===== src/rtl/mult_pkg.sv =====
// mult_pkg: shared width constants and the counter-width helper for the shift-add multiplier datapath.
package mult_pkg;

    localparam int MULT_WIDTH = 16;

    function automatic int cnt_width(input int w);
        return (w > 2) ? $clog2(w) : 1;
    endfunction

    localparam int MULT_CNT_W = cnt_width(MULT_WIDTH);

endpackage


===== src/rtl/mult_bit_counter.sv =====
// mult_bit_counter: shift counter for the multiplier; k flags the last shift of an operation.
module mult_bit_counter
    import mult_pkg::*;
#(
    parameter int WIDTH = MULT_WIDTH
) (
    input  logic Clk,
    input  logic Rst,
    input  logic clr,
    input  logic inc,
    output logic k
);

    localparam int CW = cnt_width(WIDTH);

    logic [CW-1:0] cnt;

    always_ff @(posedge Clk) begin
        if (Rst || clr)
            cnt <= '0;
        else if (inc)
            cnt <= cnt + 1'b1;
    end

    assign k = (cnt == CW'(WIDTH - 1));

endmodule


===== src/rtl/mult_datapath.sv =====
// mult_datapath: shift-add multiplier datapath driven by an external Load/Ad/Sh controller.
// Build option MULT_PRODUCT_REG_EN adds a registered Product with a one-cycle Valid pulse.
module mult_datapath
    import mult_pkg::*;
#(
    parameter int WIDTH = MULT_WIDTH
) (
    input  logic                 Clk,
    input  logic                 Rst,
    input  logic                 Load,
    input  logic                 Ad,
    input  logic                 Sh,
    input  logic [WIDTH-1:0]     Mcand,
    input  logic [WIDTH-1:0]     Mplier,
    output logic                 M,
    output logic                 K,
    output logic [2*WIDTH-1:0]   Product,
    output logic                 Valid
);

    logic [2*WIDTH:0] acc;
    logic [2*WIDTH:0] acc_add;
    logic [2*WIDTH:0] acc_nxt;
    logic [WIDTH:0]   sum;
    logic [WIDTH-1:0] mc;

    // Add lands in the upper half with its carry in the spare top bit, then the shift consumes it.
    always_comb begin
        sum     = {1'b0, acc[2*WIDTH-1:WIDTH]} + {1'b0, mc};
        acc_add = Ad ? {sum, acc[WIDTH-1:0]} : acc;
        acc_nxt = Load ? {{(WIDTH+1){1'b0}}, Mplier} : Sh ? {1'b0, acc_add[2*WIDTH:1]} : acc_add;
    end

    always_ff @(posedge Clk) begin
        if (Rst) begin
            acc <= '0;
            mc  <= '0;
        end else begin
            acc <= acc_nxt;
            if (Load)
                mc <= Mcand;
        end
    end

    mult_bit_counter #(.WIDTH(WIDTH)) u_cnt (
        .Clk (Clk),
        .Rst (Rst),
        .clr (Load),
        .inc (Sh),
        .k   (K)
    );

    assign M = acc[0];

`ifdef MULT_PRODUCT_REG_EN
    logic [2*WIDTH-1:0] prod_q;
    logic               done;

    assign done = Sh & K & ~Load;

    always_ff @(posedge Clk) begin
        if (Rst) begin
            prod_q <= '0;
            Valid  <= 1'b0;
        end else begin
            Valid <= done;
            if (done)
                prod_q <= acc_nxt[2*WIDTH-1:0];
        end
    end

    assign Product = prod_q;
`else
    assign Product = acc[2*WIDTH-1:0];
    assign Valid   = 1'b0;
`endif

endmodule


===== config.mk =====
export PLATFORM = sky130hd
export DESIGN_NAME = mult_datapath
export DESIGN_NICKNAME = d
export VERILOG_FILES = /design/src/rtl/mult_pkg.sv /design/src/rtl/mult_bit_counter.sv /design/src/rtl/mult_datapath.sv
export SDC_FILE = /design/constraint.sdc
export NUM_CORES = 1
export LEC_CHECK = 0
export ABC_CLOCK_PERIOD_IN_PS = 3200
export CELL_PAD_IN_SITES_DETAIL_PLACEMENT = 1
export CELL_PAD_IN_SITES_GLOBAL_PLACEMENT = 1
export CORE_UTILIZATION = 38
export DETAILED_ROUTE_END_ITERATION = 8
export PLACE_DENSITY = 0.89
export SYNTH_ARGS = -nofsm -noshare
export SYNTH_HDL_FRONTEND = slang
export SYNTH_HIERARCHICAL = 1
export SYNTH_SLANG_ARGS = --single-unit

===== constraint.sdc =====
create_clock -name Clk -period 3.2 [get_ports Clk]
set_clock_uncertainty 0.15 [all_clocks]
set_input_delay 0.64 -clock Clk [delete_from_list [all_inputs] [get_ports Clk]]
set_output_delay 0.64 -clock Clk [all_outputs]
set_load 0.005 [all_outputs]

==> impl_metrics.env <==
export IMPL_status="completed"
export IMPL_worstReg2RegStart="acc[16]"
export IMPL_arrival_ps=2520
export IMPL_pin_count=72
export IMPL_netlist_instances=381
export IMPL_fmax_mhz=405
export IMPL_syn_area_um2=3230
export IMPL_clk_path_buf_depth=2
export IMPL_dp_worst_setup_slack_ps=619
export IMPL_grt_pass1_wl_um=12900
export IMPL_syn_to_final_growth_pct=18.9
export IMPL_leakagePower_uw=0.00160
export IMPL_ctsResizeCount=0
export IMPL_worst_path_buf_inv=0
export IMPL_grt_setup_unrepaired="no"
export IMPL_grt_pass1_vias=2764
export IMPL_wl_per_cell_um=15.6
export IMPL_p_int_uw=983
export IMPL_ys_seq_area_share_pct=32.9
export IMPL_setup_tns_ps=0
export IMPL_worst_pin_slew_ps=626
export IMPL_yosysMostFrequentCell="nor2_1"
export IMPL_numCtsBuffers=5
export IMPL_finalSetupViolCount=0
export IMPL_ir_worst_vdd_mv=0.179
export IMPL_die_w_um=94.2
export IMPL_regToRegSetupSlack_ps=730
export IMPL_grt_overflow_total=0
export IMPL_critPathLaunchType="register"
export IMPL_final_util_pct=46.7
export IMPL_cts_sinks=53
export IMPL_clock_latency_ps=310
export IMPL_cap_violations=0
export IMPL_end_kind="register"
export IMPL_fillers=967
export IMPL_critPathMaxStageDelay_ps=420
export IMPL_core_um2=8220
export IMPL_hold_class="register to register"
export IMPL_drive_gt1_share_pct=5.60
export IMPL_synth_nets=436
export IMPL_synth_cell_type_count=50
export IMPL_htree_levels=2
export IMPL_drc=0
export IMPL_hpwl_um=6100
export IMPL_ys_seq_elements=53
export IMPL_synth_top_flop_cell="dfxtp_1"
export IMPL_core_rowCount=33
export IMPL_grtUsageTotal_pct=18.4
export IMPL_cts_root_buf="clkbuf_8"
export IMPL_clk_pin_slew_ps=100
export IMPL_antenna_found_initial=0
export IMPL_dieArea_um2=8870
export IMPL_path_cells="ha_1, fa_1, a21oi_1, o211ai_2, nand4_1, nand2_1, xor2_1, a221o_1"
export IMPL_relSlewSlack_pct=58.3
export IMPL_cts_hold_buf=0
export IMPL_p_switching_uw=379
export IMPL_p_clk_share_pct=27.7
export IMPL_pwr_density_cell_nw_per_um2=355
export IMPL_hold_viol_final=0
export IMPL_synth_top_area_share_pct=32.9
export IMPL_r2r_end="acc[27]"
export IMPL_postSynth_asyncResetShare_pct=0
export IMPL_hold_depth=2
export IMPL_final_antenna_net_count=0
export IMPL_synth_edff_count=0
export IMPL_synth_common_cells="nor2_1, dfxtp_1, mux2i_1"
export IMPL_vias=2740
export IMPL_hold_path_endpoint="mc[12]"
export IMPL_ys_top_cells_by_area="dfxtp_1, mux2i_1, buf_4"
export IMPL_period_share_pct=77.1
export IMPL_cp_required_ps=3250
export IMPL_hold_path_startpoint="mc[12]"
export IMPL_sequentialPowerShare_pct=52.6
export IMPL_postSynthAreaPerCell_um2=8.48
export IMPL_crit_family="compound AO/OA/AOI/OAI gates"
export IMPL_drt_pass1_iterations=4
export IMPL_drt_initial_drc_count=77
export IMPL_cp_slowest_cell="fa_1"
export IMPL_fin_nets=465
export IMPL_portBuffers=70
export IMPL_r2r_cells=8
export IMPL_final_max_slew_viol_count=0
export IMPL_cts_tree="yes"
export IMPL_yosys_warnings=6
export IMPL_wl_um=8060
export IMPL_hold_ws_ps=360
export IMPL_yosysTopAreaCell="dfxtp_1"
export IMPL_min_period_ps=2470
export IMPL_vias_per_cell=5.31
export IMPL_crit_type="register to register"
export IMPL_diodes=0
export IMPL_gp_congestion=0.810
export IMPL_initial_core_util_pct=39.3
export IMPL_netSwitchingFraction_pct=27.8
export IMPL_critPathMaxFanout=4
export IMPL_fin_ws_ps=733
export IMPL_power_total_uw=1360
export IMPL_grt_max_degree=52
export IMPL_postCtsSetupBuffers=0
export IMPL_combPwrFrac_pct=19.7
export IMPL_fp_dieH_um=94.2
==> worst max-delay path by stage <==
stage / slack, ps / to / from / depth (start not counted)
floorplan: 950 / acc[27] / acc[16] / 8
global placement: 750 / acc[30] / Sh / 6
detailed placement: 620 / acc[30] / Sh / 6
CTS: 740 / acc[27] / acc[16] / 8
global route: 610 / acc[27] / acc[16] / 8
finish: 730 / acc[27] / acc[16] / 8
==> flip-flops by register name (all words and copies together) (netlist names) <==
signal     count
acc           33
u_cnt/cnt      4
mc            16
==> placed cells by master, fill, tap and decap left out, drive strengths merged, types with 4 or more instances in the layout <==
master	synthesis	final
ha	17	17
nor2	63	63
a22oi	8	8
xor2	6	6
o21ai	16	16
o22ai	7	7
a21oi	35	35
clkdlybuf4s50	0	69
dfxtp	53	53
a31oi	4	4
nand2	22	22
mux2i	40	40
xnor2	7	7
inv	5	5
clkbuf	13	5
buf	40	6
==> per-layer routing <==
metal / wire, um / track usage [%] / vias to the layer above
met3: 364 / 3.48 / 16
met2: 3800 / 30.8 / 63
met5: 0 / 0 / -
met4: 180 / 6.79 / 0
li1: - / - / 1358
met1: 3720 / 23.1 / 1303
==> logic make-up after synthesis <==
family | after synthesis | synth area share [%]
flip-flops | 53 | 32.9
AND/OR/NAND/NOR | 108 | 14.6
XOR/XNOR | 13 | 3.53
multiplexers | 42 | 13.2
buffers and inverters | 58 | 11.2
AO/OA/AOI/OAI | 88 | 17.3
other | 1 | 0.116
adder cells (fa/ha/maj) | 18 | 7.21
==> power by group through the flow <==
| stage | clock network, uW | registers [uW] | logic (uW) |
|---|---|---|---|
| 2_1_floorplan | 0 | 724 | 178 |
| 3_3_place_gp | 0 | 731 | 258 |
| 3_5_place_dp | 0 | 733 | 269 |
| 4_1_cts | 389 | 718 | 270 |
| 5_1_grt | 424 | 722 | 294 |
| 6_report | 377 | 717 | 268 |
==> layout make-up <==
class / count / area (um^2) / share of cell area [%]
well taps: 105 / 131 / 3.42
clock inverters: 3 / 17.5 / 0.456
clock buffers: 5 / 68.8 / 1.79
repair buffers: 75 / 733 / 19.1
multi-input cells: 270 / 1810 / 47.1
flip-flops and latches: 53 / 1060 / 27.6
inverters: 5 / 18.8 / 0.489
==> through the flow <==
stage / cell area (um^2) / cells
6_report: 3840 / 516
5_1_grt: 3840 / 516
4_1_cts: 3840 / 516
3_5_place_dp: 3750 / 508
3_3_place_gp: 3750 / 508
2_1_floorplan: 3230 / 381
==> tightest hold or removal path, delay by kind of cell (launching register included) <==
family        cells  cell delay [ps]
simple gates      1               70
mux               1               70
flops             1              340
(Power assumes the default switching activity.)
